File: src/rtl/rd_rx_pkg.sv
// Shared definitions for the RD two-lane serial receiver.
// Latency: n/a (constants, types and a pure function only).
// Backpressure: n/a.
package rd_rx_pkg;

  localparam int DATA_BITS  = 12;
  localparam int FRAME_BITS = 13;

  typedef enum logic [1:0] {
    IDLE,
    PREAMBLE,
    DATA,
    DRAIN
  } rx_state_e;

  // Odd parity: data bits XOR parity bit must be 1 for a good frame.
  function automatic logic parity_ok(input logic [FRAME_BITS-1:0] frame);
    return ^frame;
  endfunction

endpackage

File: src/rtl/rd_rx_edge_det.sv
// Brings the asynchronous RD bit clock and both lanes into CLK120 and flags
// bit-clock rising edges. Latency: BIT_EVT/D0/D1 are 2 CLK120 cycles behind the pins.
// Backpressure: none; outputs are single-cycle qualifiers.
//
// Ports: CLK120, RESET (sync, active-high); XFR_CLK_IN, SERIAL_IN0/1 async pins;
//        BIT_EVT one-cycle rising-edge strobe; D0/D1 lane data aligned to BIT_EVT.
module rd_rx_edge_det (
  input  logic CLK120,
  input  logic RESET,
  input  logic XFR_CLK_IN,
  input  logic SERIAL_IN0,
  input  logic SERIAL_IN1,
  output logic BIT_EVT,
  output logic D0,
  output logic D1
);

  // Bits [1:0] are the synchroniser; bit 2 holds the previous synchronised
  // value for edge detection. The lanes use the same two-stage depth so the
  // sampled data lines up with the synchronised clock.
  logic [2:0] clk_sync;
  logic [1:0] d0_sync;
  logic [1:0] d1_sync;

  always_ff @(posedge CLK120) begin
    if (RESET) begin
      clk_sync <= '0;
      d0_sync  <= '1;   // lanes idle high
      d1_sync  <= '1;
    end else begin
      clk_sync <= {clk_sync[1:0], XFR_CLK_IN};
      d0_sync  <= {d0_sync[0], SERIAL_IN0};
      d1_sync  <= {d1_sync[0], SERIAL_IN1};
    end
  end

  assign BIT_EVT = clk_sync[1] & ~clk_sync[2];
  assign D0      = d0_sync[1];
  assign D1      = d1_sync[1];

endmodule

File: src/rtl/rd_rx_deserializer.sv
// Deserialises the RD two-lane link into 12-bit word pairs with odd-parity checks.
// Latency: WE one CLK120 cycle after the synchronised parity-bit event (3 after the pin edge).
// Backpressure: none; the capture buffer must accept every WE strobe.
//
// Ports: CLK120, RESET (sync, active-high), ENABLE level; XFR_CLK_IN, SERIAL_IN0/1 from RD;
//        WRT_ADDR/WRT_DATA0/WRT_DATA1/WE buffer write port; PARITY_ERR0/1 valid with WE;
//        PERR_COUNT0/1 saturating per-transfer counts; BUSY, DONE pulse, sticky TIMEOUT_ERR.
module rd_rx_deserializer #(
  parameter int NUM_WORDS     = 2048,
  parameter int ADDR_W        = 11,
  parameter int PREAMBLE_BITS = 3,
  parameter int TIMEOUT       = 64,
  parameter int CNT_W         = 12
) (
  input  logic              CLK120,
  input  logic              RESET,
  input  logic              ENABLE,
  input  logic              XFR_CLK_IN,
  input  logic              SERIAL_IN0,
  input  logic              SERIAL_IN1,
  output logic [ADDR_W-1:0] WRT_ADDR,
  output logic [11:0]       WRT_DATA0,
  output logic [11:0]       WRT_DATA1,
  output logic              WE,
  output logic              PARITY_ERR0,
  output logic              PARITY_ERR1,
  output logic [CNT_W-1:0]  PERR_COUNT0,
  output logic [CNT_W-1:0]  PERR_COUNT1,
  output logic              BUSY,
  output logic              DONE,
  output logic              TIMEOUT_ERR
);
  import rd_rx_pkg::*;

  localparam int GAP_W  = $clog2(TIMEOUT + 1);
  localparam int PRE_W  = $clog2(PREAMBLE_BITS + 1);
  localparam int FCNT_W = $clog2(NUM_WORDS + 1);
  localparam logic [GAP_W-1:0] GAP_MAX = GAP_W'(TIMEOUT);

  logic                  bit_evt, d0, d1;
  logic [GAP_W-1:0]      gap_cnt;
  logic                  quiet;
  rx_state_e             state, state_nxt;
  logic [PRE_W-1:0]      pre_cnt;
  logic [3:0]            bit_cnt;
  logic [DATA_BITS-1:0]  sh0, sh1;
  logic [FCNT_W-1:0]     frame_cnt;
  logic [FRAME_BITS-1:0] frame0, frame1;
  logic                  start, abort, frame_end, last_frame;

  rd_rx_edge_det u_edge_det (
    .CLK120     (CLK120),
    .RESET      (RESET),
    .XFR_CLK_IN (XFR_CLK_IN),
    .SERIAL_IN0 (SERIAL_IN0),
    .SERIAL_IN1 (SERIAL_IN1),
    .BIT_EVT    (bit_evt),
    .D0         (d0),
    .D1         (d1)
  );

  assign quiet = (gap_cnt == GAP_MAX);
  // The parity bit is still on the lane when the 13th event fires, so the
  // full frame is the 12 shifted data bits plus the live sample.
  assign frame0 = {sh0, d0};
  assign frame1 = {sh1, d1};
  assign BUSY   = (state != IDLE);

  always_ff @(posedge CLK120) begin
    if (RESET) state <= IDLE;
    else       state <= state_nxt;
  end

  always_comb begin
    state_nxt  = state;
    start      = 1'b0;
    abort      = 1'b0;
    frame_end  = 1'b0;
    last_frame = (frame_cnt == FCNT_W'(NUM_WORDS - 1));
    if (!ENABLE) begin
      state_nxt = IDLE;
    end else begin
      case (state)
        IDLE: begin
          if (bit_evt && quiet) begin
            start     = 1'b1;
            state_nxt = (PREAMBLE_BITS <= 1) ? DATA : PREAMBLE;
          end
        end
        PREAMBLE: begin
          if (quiet) begin
            abort     = 1'b1;
            state_nxt = IDLE;
          end else if (bit_evt && pre_cnt == PRE_W'(PREAMBLE_BITS - 1)) begin
            state_nxt = DATA;
          end
        end
        DATA: begin
          if (quiet) begin
            abort     = 1'b1;
            state_nxt = IDLE;
          end else if (bit_evt && bit_cnt == 4'(FRAME_BITS - 1)) begin
            frame_end = 1'b1;
            if (last_frame) state_nxt = DRAIN;
          end
        end
        DRAIN: begin
          if (quiet) state_nxt = IDLE;
        end
        default: state_nxt = IDLE;
      endcase
    end
  end

  always_ff @(posedge CLK120) begin
    if (RESET) begin
      gap_cnt     <= GAP_MAX;
      pre_cnt     <= '0;
      bit_cnt     <= '0;
      sh0         <= '0;
      sh1         <= '0;
      frame_cnt   <= '0;
      WRT_ADDR    <= '0;
      WRT_DATA0   <= '0;
      WRT_DATA1   <= '0;
      WE          <= 1'b0;
      PARITY_ERR0 <= 1'b0;
      PARITY_ERR1 <= 1'b0;
      PERR_COUNT0 <= '0;
      PERR_COUNT1 <= '0;
      DONE        <= 1'b0;
      TIMEOUT_ERR <= 1'b0;
    end else begin
      if (bit_evt)     gap_cnt <= '0;
      else if (!quiet) gap_cnt <= gap_cnt + GAP_W'(1);

      if (bit_evt) begin
        sh0 <= {sh0[DATA_BITS-2:0], d0};
        sh1 <= {sh1[DATA_BITS-2:0], d1};
      end

      if (start)                            pre_cnt <= PRE_W'(1);
      else if (state == PREAMBLE && bit_evt) pre_cnt <= pre_cnt + PRE_W'(1);

      if (state != DATA) bit_cnt <= '0;
      else if (bit_evt)  bit_cnt <= (bit_cnt == 4'(FRAME_BITS - 1)) ? 4'd0 : bit_cnt + 4'd1;

      WE   <= frame_end;
      DONE <= frame_end && last_frame;

      if (frame_end) begin
        WRT_DATA0   <= sh0;
        WRT_DATA1   <= sh1;
        PARITY_ERR0 <= ~parity_ok(frame0);
        PARITY_ERR1 <= ~parity_ok(frame1);
      end

      // WRT_ADDR holds the current address while WE is high, then advances;
      // with NUM_WORDS = 2^ADDR_W it wraps to 0 after the final write.
      if (start)   WRT_ADDR <= '0;
      else if (WE) WRT_ADDR <= WRT_ADDR + ADDR_W'(1);

      if (start)          frame_cnt <= '0;
      else if (frame_end) frame_cnt <= frame_cnt + FCNT_W'(1);

      if (start) begin
        PERR_COUNT0 <= '0;
        PERR_COUNT1 <= '0;
      end else if (frame_end) begin
        if (!parity_ok(frame0) && PERR_COUNT0 != '1) PERR_COUNT0 <= PERR_COUNT0 + CNT_W'(1);
        if (!parity_ok(frame1) && PERR_COUNT1 != '1) PERR_COUNT1 <= PERR_COUNT1 + CNT_W'(1);
      end

      if (start)      TIMEOUT_ERR <= 1'b0;
      else if (abort) TIMEOUT_ERR <= 1'b1;
    end
  end

endmodule

File: config.mk
export PLATFORM = sky130hd
export DESIGN_NAME = rd_rx_deserializer
export DESIGN_NICKNAME = d
export VERILOG_FILES = /design/src/rtl/rd_rx_pkg.sv /design/src/rtl/rd_rx_edge_det.sv /design/src/rtl/rd_rx_deserializer.sv
export SDC_FILE = /design/constraint.sdc
export NUM_CORES = 1
export LEC_CHECK = 0
export BUFFER_PORTS_ARGS = -buffer_cell sky130_fd_sc_hd__buf_2
export CORE_AREA = 2 2 108 110
export DETAILED_ROUTE_END_ITERATION = 7
export DIE_AREA = 0 0 110 112
export GPL_TIMING_DRIVEN = 1
export HOLD_SLACK_MARGIN = 0.05
export PLACE_DENSITY_LB_ADDON = 0.05
export RECOVER_POWER = 50
export SKIP_CTS_REPAIR_TIMING = 1
export SYNTH_ARGS = -nofsm -noshare
export SYNTH_HDL_FRONTEND = slang
export SYNTH_HIERARCHICAL = 1
export SYNTH_SLANG_ARGS = --single-unit
File: constraint.sdc
create_clock -name CLK120 -period 2.1 [get_ports CLK120]
set_clock_uncertainty 0.05 [all_clocks]
set_input_delay 0.315 -clock CLK120 [delete_from_list [all_inputs] [get_ports CLK120]]
set_output_delay 0.315 -clock CLK120 [all_outputs]
set_load 0.01 [all_outputs]
# Word level (Yosys, flattened, before mapping)
# Index checks and enable logic that the tools add are counted.
word_totals:
  output_inout_bits: 65
  register_bits: 122
op_classes:
  bitwise_logic: 5
  muxes: 23
  n_reduce_logical: 22
  add_sub_neg: 7
  n_eq_ne: 16
op_table:
  columns: ["operator", "count"]
  rows:
  - ["12-bit by 1-bit adder with 12-bit output, second input constant", 3]
  - ["13-bit XOR reduction", 2]
  - ["12-bit inequality test, second input constant", 2]
  - ["2-bit 2-to-1 mux", 7]
  - ["7-bit 2-to-1 mux", 2]
  - ["12-bit by 11-bit == test with 1-bit output, second input constant", 1]
  - ["1-bit 2-to-1 mux", 12]
  - ["11-bit by 1-bit adder with 11-bit output, second input constant", 1]
  - ["2-bit OR reduction", 5]
  - ["3-bit inequality test, second input constant", 3]
  - ["2-bit inequality test, second input constant", 4]
  - ["2-bit case mux with 4 select lines", 1]
  - ["7-bit by 1-bit adder with 7-bit output, second input constant", 1]
  - ["7-bit == test, second input constant", 1]
  - ["1-bit logical AND", 7]
  - ["2-bit == test, second input constant", 3]
  - ["5-bit AND reduction", 1]
  - ["4-bit by 1-bit adder with 4-bit output, second input constant", 1]
  - ["4-bit == test, second input constant", 1]
  - ["4-bit 2-to-1 mux", 1]
  - ["1-bit NOT", 4]
  - ["2-bit AND reduction", 2]
  - ["2-bit nonzero test", 2]
  - ["2-bit by 1-bit adder with 2-bit output, second input constant", 1]
  - ["4 further kinds", 5]

# Longest topological paths before layout
depth:
  word_depth: 8
  ltp_mapped: 9
  mapped_depth_nobuf: 7

# Hierarchy
# The synthesis kept the hierarchy.
by_module_without_submodules:
  columns: ["module", "cells_per_inst", "area_per_inst_um2", "instances"]
  rows:
  - ["rd_rx_deserializer", 586, 5236.3, 1]
  - ["rd_rx_edge_det", 15, 190.2, 1]

# Worst setup path after synthesis
# OpenSTA, ideal clock, no wires.
synth_timing:
  kind: "register to register"
  start: "reg gap_cnt[5]"
  end: "reg frame_cnt[0]"
  n_path_buf: 3
  stages_incl_launch_ff: 8
  slack_ns: 0.183
  period_less_slack_ns: 1.917
  arrival_time_ns: 1.740
  path_cell_list: "dfxtp_1 or4b_4 o2111a_1 buf_2 buf_6 buf_2 xnor2_1 nor2_1"
synth_between:
  elab_chain_len: 6
  word_cells_on_any_way: 9
synth_rtl:
  columns: ["element", "line_no", "source"]
  rows:
  - ["from (decl)", "rd_rx_deserializer.sv:41", "logic [GAP_W-1:0] gap_cnt;"]
  - ["from (signal assigned)", "rd_rx_deserializer.sv:135", "else if (!quiet) gap_cnt <= gap_cnt + GAP_W'(1);"]
  - ["7-bit == test *", "rd_rx_deserializer.sv:62", "assign quiet = (gap_cnt == GAP_MAX);"]
  - ["1-bit logical AND", "rd_rx_deserializer.sv:85", "if (bit_evt && quiet) begin"]
  - ["1-bit 2-to-1 mux", "rd_rx_deserializer.sv:85", null]
  - ["1-bit 2-to-1 mux", "rd_rx_deserializer.sv:83", "case (state)"]
  - ["1-bit 2-to-1 mux", "rd_rx_deserializer.sv:80", "if (!ENABLE) begin"]
  - ["2-bit OR reduction (no line)", null, null]
  - ["to (signal assigned)", "rd_rx_deserializer.sv:164", "else if (frame_end) frame_cnt <= frame_cnt + FCNT_W'(1);"]
  - ["to (decl)", "rd_rx_deserializer.sv:47", "logic [FCNT_W-1:0] frame_cnt;"]
# Mark *: on every way between the ends. The rest lies on a longest branch, timed or not.
# A chain may end at the register's enable or synchronous reset.

# Worst setup path after layout
layout_timing:
  start: "reg sh0[4]"
  end: "reg PERR_COUNT0[11]"
layout_between:
  elab_chain_len: 4
layout_rtl:
  columns: ["element", "line_no", "source"]
  rows:
  - ["from (decl)", "rd_rx_deserializer.sv:46", "logic [DATA_BITS-1:0] sh0, sh1;"]
  - ["from (signal assigned)", "rd_rx_deserializer.sv:138", "sh0 <= {sh0[DATA_BITS-2:0], d0};"]
  - ["13-bit XOR reduction", "rd_rx_pkg.sv:18", "return ^frame;"]
  - ["1-bit logical NOT", "rd_rx_deserializer.sv:170", "if (!parity_ok(frame0) && PERR_COUNT0 != '1) PERR_COUNT0 <= PERR_COUNT0 + CNT_W'(1);"]
  - ["1-bit logical AND", "rd_rx_deserializer.sv:170", null]
  - ["2-bit AND reduction (no line)", null, null]
  - ["to (signal assigned)", "rd_rx_deserializer.sv:170", null]
  - ["to (decl)", "rd_rx_deserializer.sv:27", "output logic [CNT_W-1:0] PERR_COUNT0,"]
# Every way passes these cells.

==> results.sh <==
export IMPL_track_usage=0.198
export IMPL_post_route_min_period_ps=2090
export IMPL_layout_common_cells="dfxtp_1 (113), nand2_1 (76), clkbuf_1 (68)"
export IMPL_cp_max_fo=9
export IMPL_core_area_um2=11200
export IMPL_power_leakage_nw=2.52
export IMPL_wl_um=11800
export IMPL_gp_congestion=0.845
export IMPL_ys_seq_area_frac=0.450
export IMPL_status="complete, no violations"
export IMPL_postSynthCellCount=601
export IMPL_cts_root_buf="clkbuf_16"
export IMPL_fin_hold_ws_ps=62.4
export IMPL_htreeDepth=4
export IMPL_end_kind="register"
export IMPL_ios=71
export IMPL_antenna_left=0
export IMPL_tns_ps=0
export IMPL_synth_edf_count=0
export IMPL_grt_overflow_total=0
export IMPL_area_growth_pct=26.0
export IMPL_numCtsBuffers=17
export IMPL_drv_cap=0
export IMPL_numPortBuffers=70
export IMPL_viasPerCell=5.23
export IMPL_cp_data_arrival_time_ps=2340
export IMPL_grt_antenna_before_repair=0
export IMPL_tightestPinTransition_ps=1330
export IMPL_synth_top_family_by_area="simple AND/OR/NAND/NOR gates"
export IMPL_synthMuxAreaShare=0.0516
export IMPL_required_ps=2350
export IMPL_numClockSinks=122
export IMPL_vias=4488
export IMPL_min_path_type="in2reg"
export IMPL_clk_latency_ps=420
export IMPL_period_share=0.993
export IMPL_ir_drop_v=0.000472
export IMPL_grt_max_degree=69
export IMPL_synth_seq_cells=122
export IMPL_ys_types=55
export IMPL_async_flop_share=0
export IMPL_reg2reg_slack_ps=10
export IMPL_synth_area_leader_cell="dfxtp_1"
export IMPL_final_common_cell="dfxtp_1"
export IMPL_synth_xor_area_frac=0.0943
export IMPL_hold_viol=0
export IMPL_synth_flop_cell="dfxtp_1"
export IMPL_yosys_area_share_simple=0.229
export IMPL_startpoint_type="register"
export IMPL_synth_warnings=6
export IMPL_crit_type="reg2reg"
export IMPL_synth_compound_area_frac=0.100
export IMPL_dieArea_um2=12300
export IMPL_dr_pass1_iters=5
export IMPL_post_dp_hpwl_um=7670
export IMPL_grt_pass1_wl_um=19400
export IMPL_start_util=0.486
export IMPL_syn_avg_cell_area_um2=9.03
export IMPL_path_clk_slew_ps=50
export IMPL_die_w_um=110
export IMPL_relSlewSlack=0.112
export IMPL_drc=0
export IMPL_rsz0062_at_grt="true"
export IMPL_synth_area_um2=5430
export IMPL_yosysTopAreaCellShare=0.450
export IMPL_drive_gt1_frac=0.151
export IMPL_yosys_top_cells_area="dfxtp_1 (45%), nand2_1 (5.3%), mux2i_1 (5.2%)"
export IMPL_synthAdderAreaFrac=0.0323
export IMPL_finalNetCount=722
export IMPL_p_per_area_nw_per_um2=841
export IMPL_cts_buffer_depth=2
export IMPL_drtIter0Drc=293
export IMPL_cts_tree="built"
export IMPL_setup_viol=0
export IMPL_antenna_cells=0
export IMPL_grt_pass1_vias=4221
export IMPL_finalMaxSlewViolations=0
export IMPL_num_rows=39
export IMPL_wl_per_cell_um=13.7
export IMPL_max_freq_mhz=479
export IMPL_syn_nets=621
export IMPL_chipHeight_um=112
==> worst paths after layout <==
| path | start | endpoint | depth (start not counted) |
|---|---|---|---|
| max reg2reg | sh0[4] | PERR_COUNT0[11] | 6 |
| min | XFR_CLK_IN | u_edge_det/clk_sync[0] | 2 |
| min reg2reg | u_edge_det/d1_sync[0] | u_edge_det/d1_sync[1] | 1 |
| max | sh0[4] | PERR_COUNT0[11] | 6 |
==> metrics by stage <==
step	power (W)	utilization	instances	worst slack (ps)	area (µm²)
floorplan	0.00262	-	601	183	5430
global placement	0.00273	0.547	813	22.5	6110
detailed placement	0.00274	0.547	813	6.14	6110
CTS	0.00577	0.602	845	-9.02	6730
global route	0.00597	0.612	858	-53.8	6840
finish	0.00575	0.612	858	14.0	6840
==> logic make-up (layout without fill, tap and decap cells) <==
family / count (synthesis) / in the layout
mux: 28 / 28
buf+inv: 48 / 162
compound gates: 85 / 85
xor+xnor: 48 / 48
flops: 122 / 122
fa+ha+maj: 14 / 14
simple gates: 256 / 256
==> Yosys cell counts (4+ instances only) <==
| master | n |
|---|---|
| and3_1 | 14 |
| inv_1 | 18 |
| buf_1 | 5 |
| nand4_1 | 15 |
| buf_4 | 4 |
| xnor2_1 | 24 |
| o21ai_1 | 5 |
| ha_1 | 14 |
| buf_2 | 8 |
| xnor3_1 | 5 |
| nand3_1 | 24 |
| clkbuf_1 | 10 |
| o21ai_0 | 10 |
| nor3_1 | 7 |
| o211ai_1 | 4 |
| or4_1 | 5 |
| nor2b_1 | 6 |
| nand2_1 | 76 |
| nor2_1 | 67 |
| a21oi_1 | 45 |
| or3_1 | 16 |
| dfxtp_1 | 122 |
| xor2_1 | 17 |
| nor4_1 | 7 |
| and4_1 | 4 |
| or2_1 | 4 |
| mux2i_1 | 28 |
==> final cells by class <==
class	count	area [µm²]
fill	1011	4340
sequential	122	2450
inverter	18	67.6
tap	143	179
clock buffer	26	509
clock inverter	6	109
timing repair buffer	112	686
multi-input combinational	431	2830
==> registers in the layout (all words and copies together), names as in the netlist, 2 cells and up <==
| register | count |
|---|---|
| frame_cnt | 12 |
| PERR_COUNT1 | 12 |
| sh1 | 12 |
| WRT_DATA1 | 12 |
| WRT_DATA0 | 12 |
| gap_cnt | 7 |
| bit_cnt | 4 |
| sh0 | 12 |
| PERR_COUNT0 | 12 |
| state | 2 |
| WRT_ADDR | 11 |
| u_edge_det/d0_sync | 2 |
| pre_cnt | 2 |
| u_edge_det/clk_sync | 3 |
| u_edge_det/d1_sync | 2 |
==> worst max-delay path, cell delays in order, from the launching register on <==
cell and delay [ps]:
dfxtp_1 340, xor2_1 150, xnor3_1 450, xnor2_2 180
buf_6 150, or3_4 370, o311a_1 290
==> metal layers <==
| metal | part of all wire | GRT usage | vias up | wire (µm) |
|---|---|---|---|---|
| met5 | 0 | 0 | - | 0 |
| met4 | 0.012 | 0.0861 | 0 | 140 |
| met3 | 0.046 | 0.0504 | 12 | 546 |
| met2 | 0.46 | 0.310 | 95 | 5450 |
| met1 | 0.48 | 0.256 | 2090 | 5640 |
| li1 | - | - | 2291 | - |
==> power breakdown <==
group | internal, W | switching, W | total [W]
clock | 0.00202 | 0.000992 | 0.00301
combinational | 0.000171 | 0.000211 | 0.000382
sequential | 0.00234 | 0.0000145 | 0.00236
total | 0.00453 | 0.00122 | 0.00575
No activity file was read; power rests on OpenSTA's default activity.
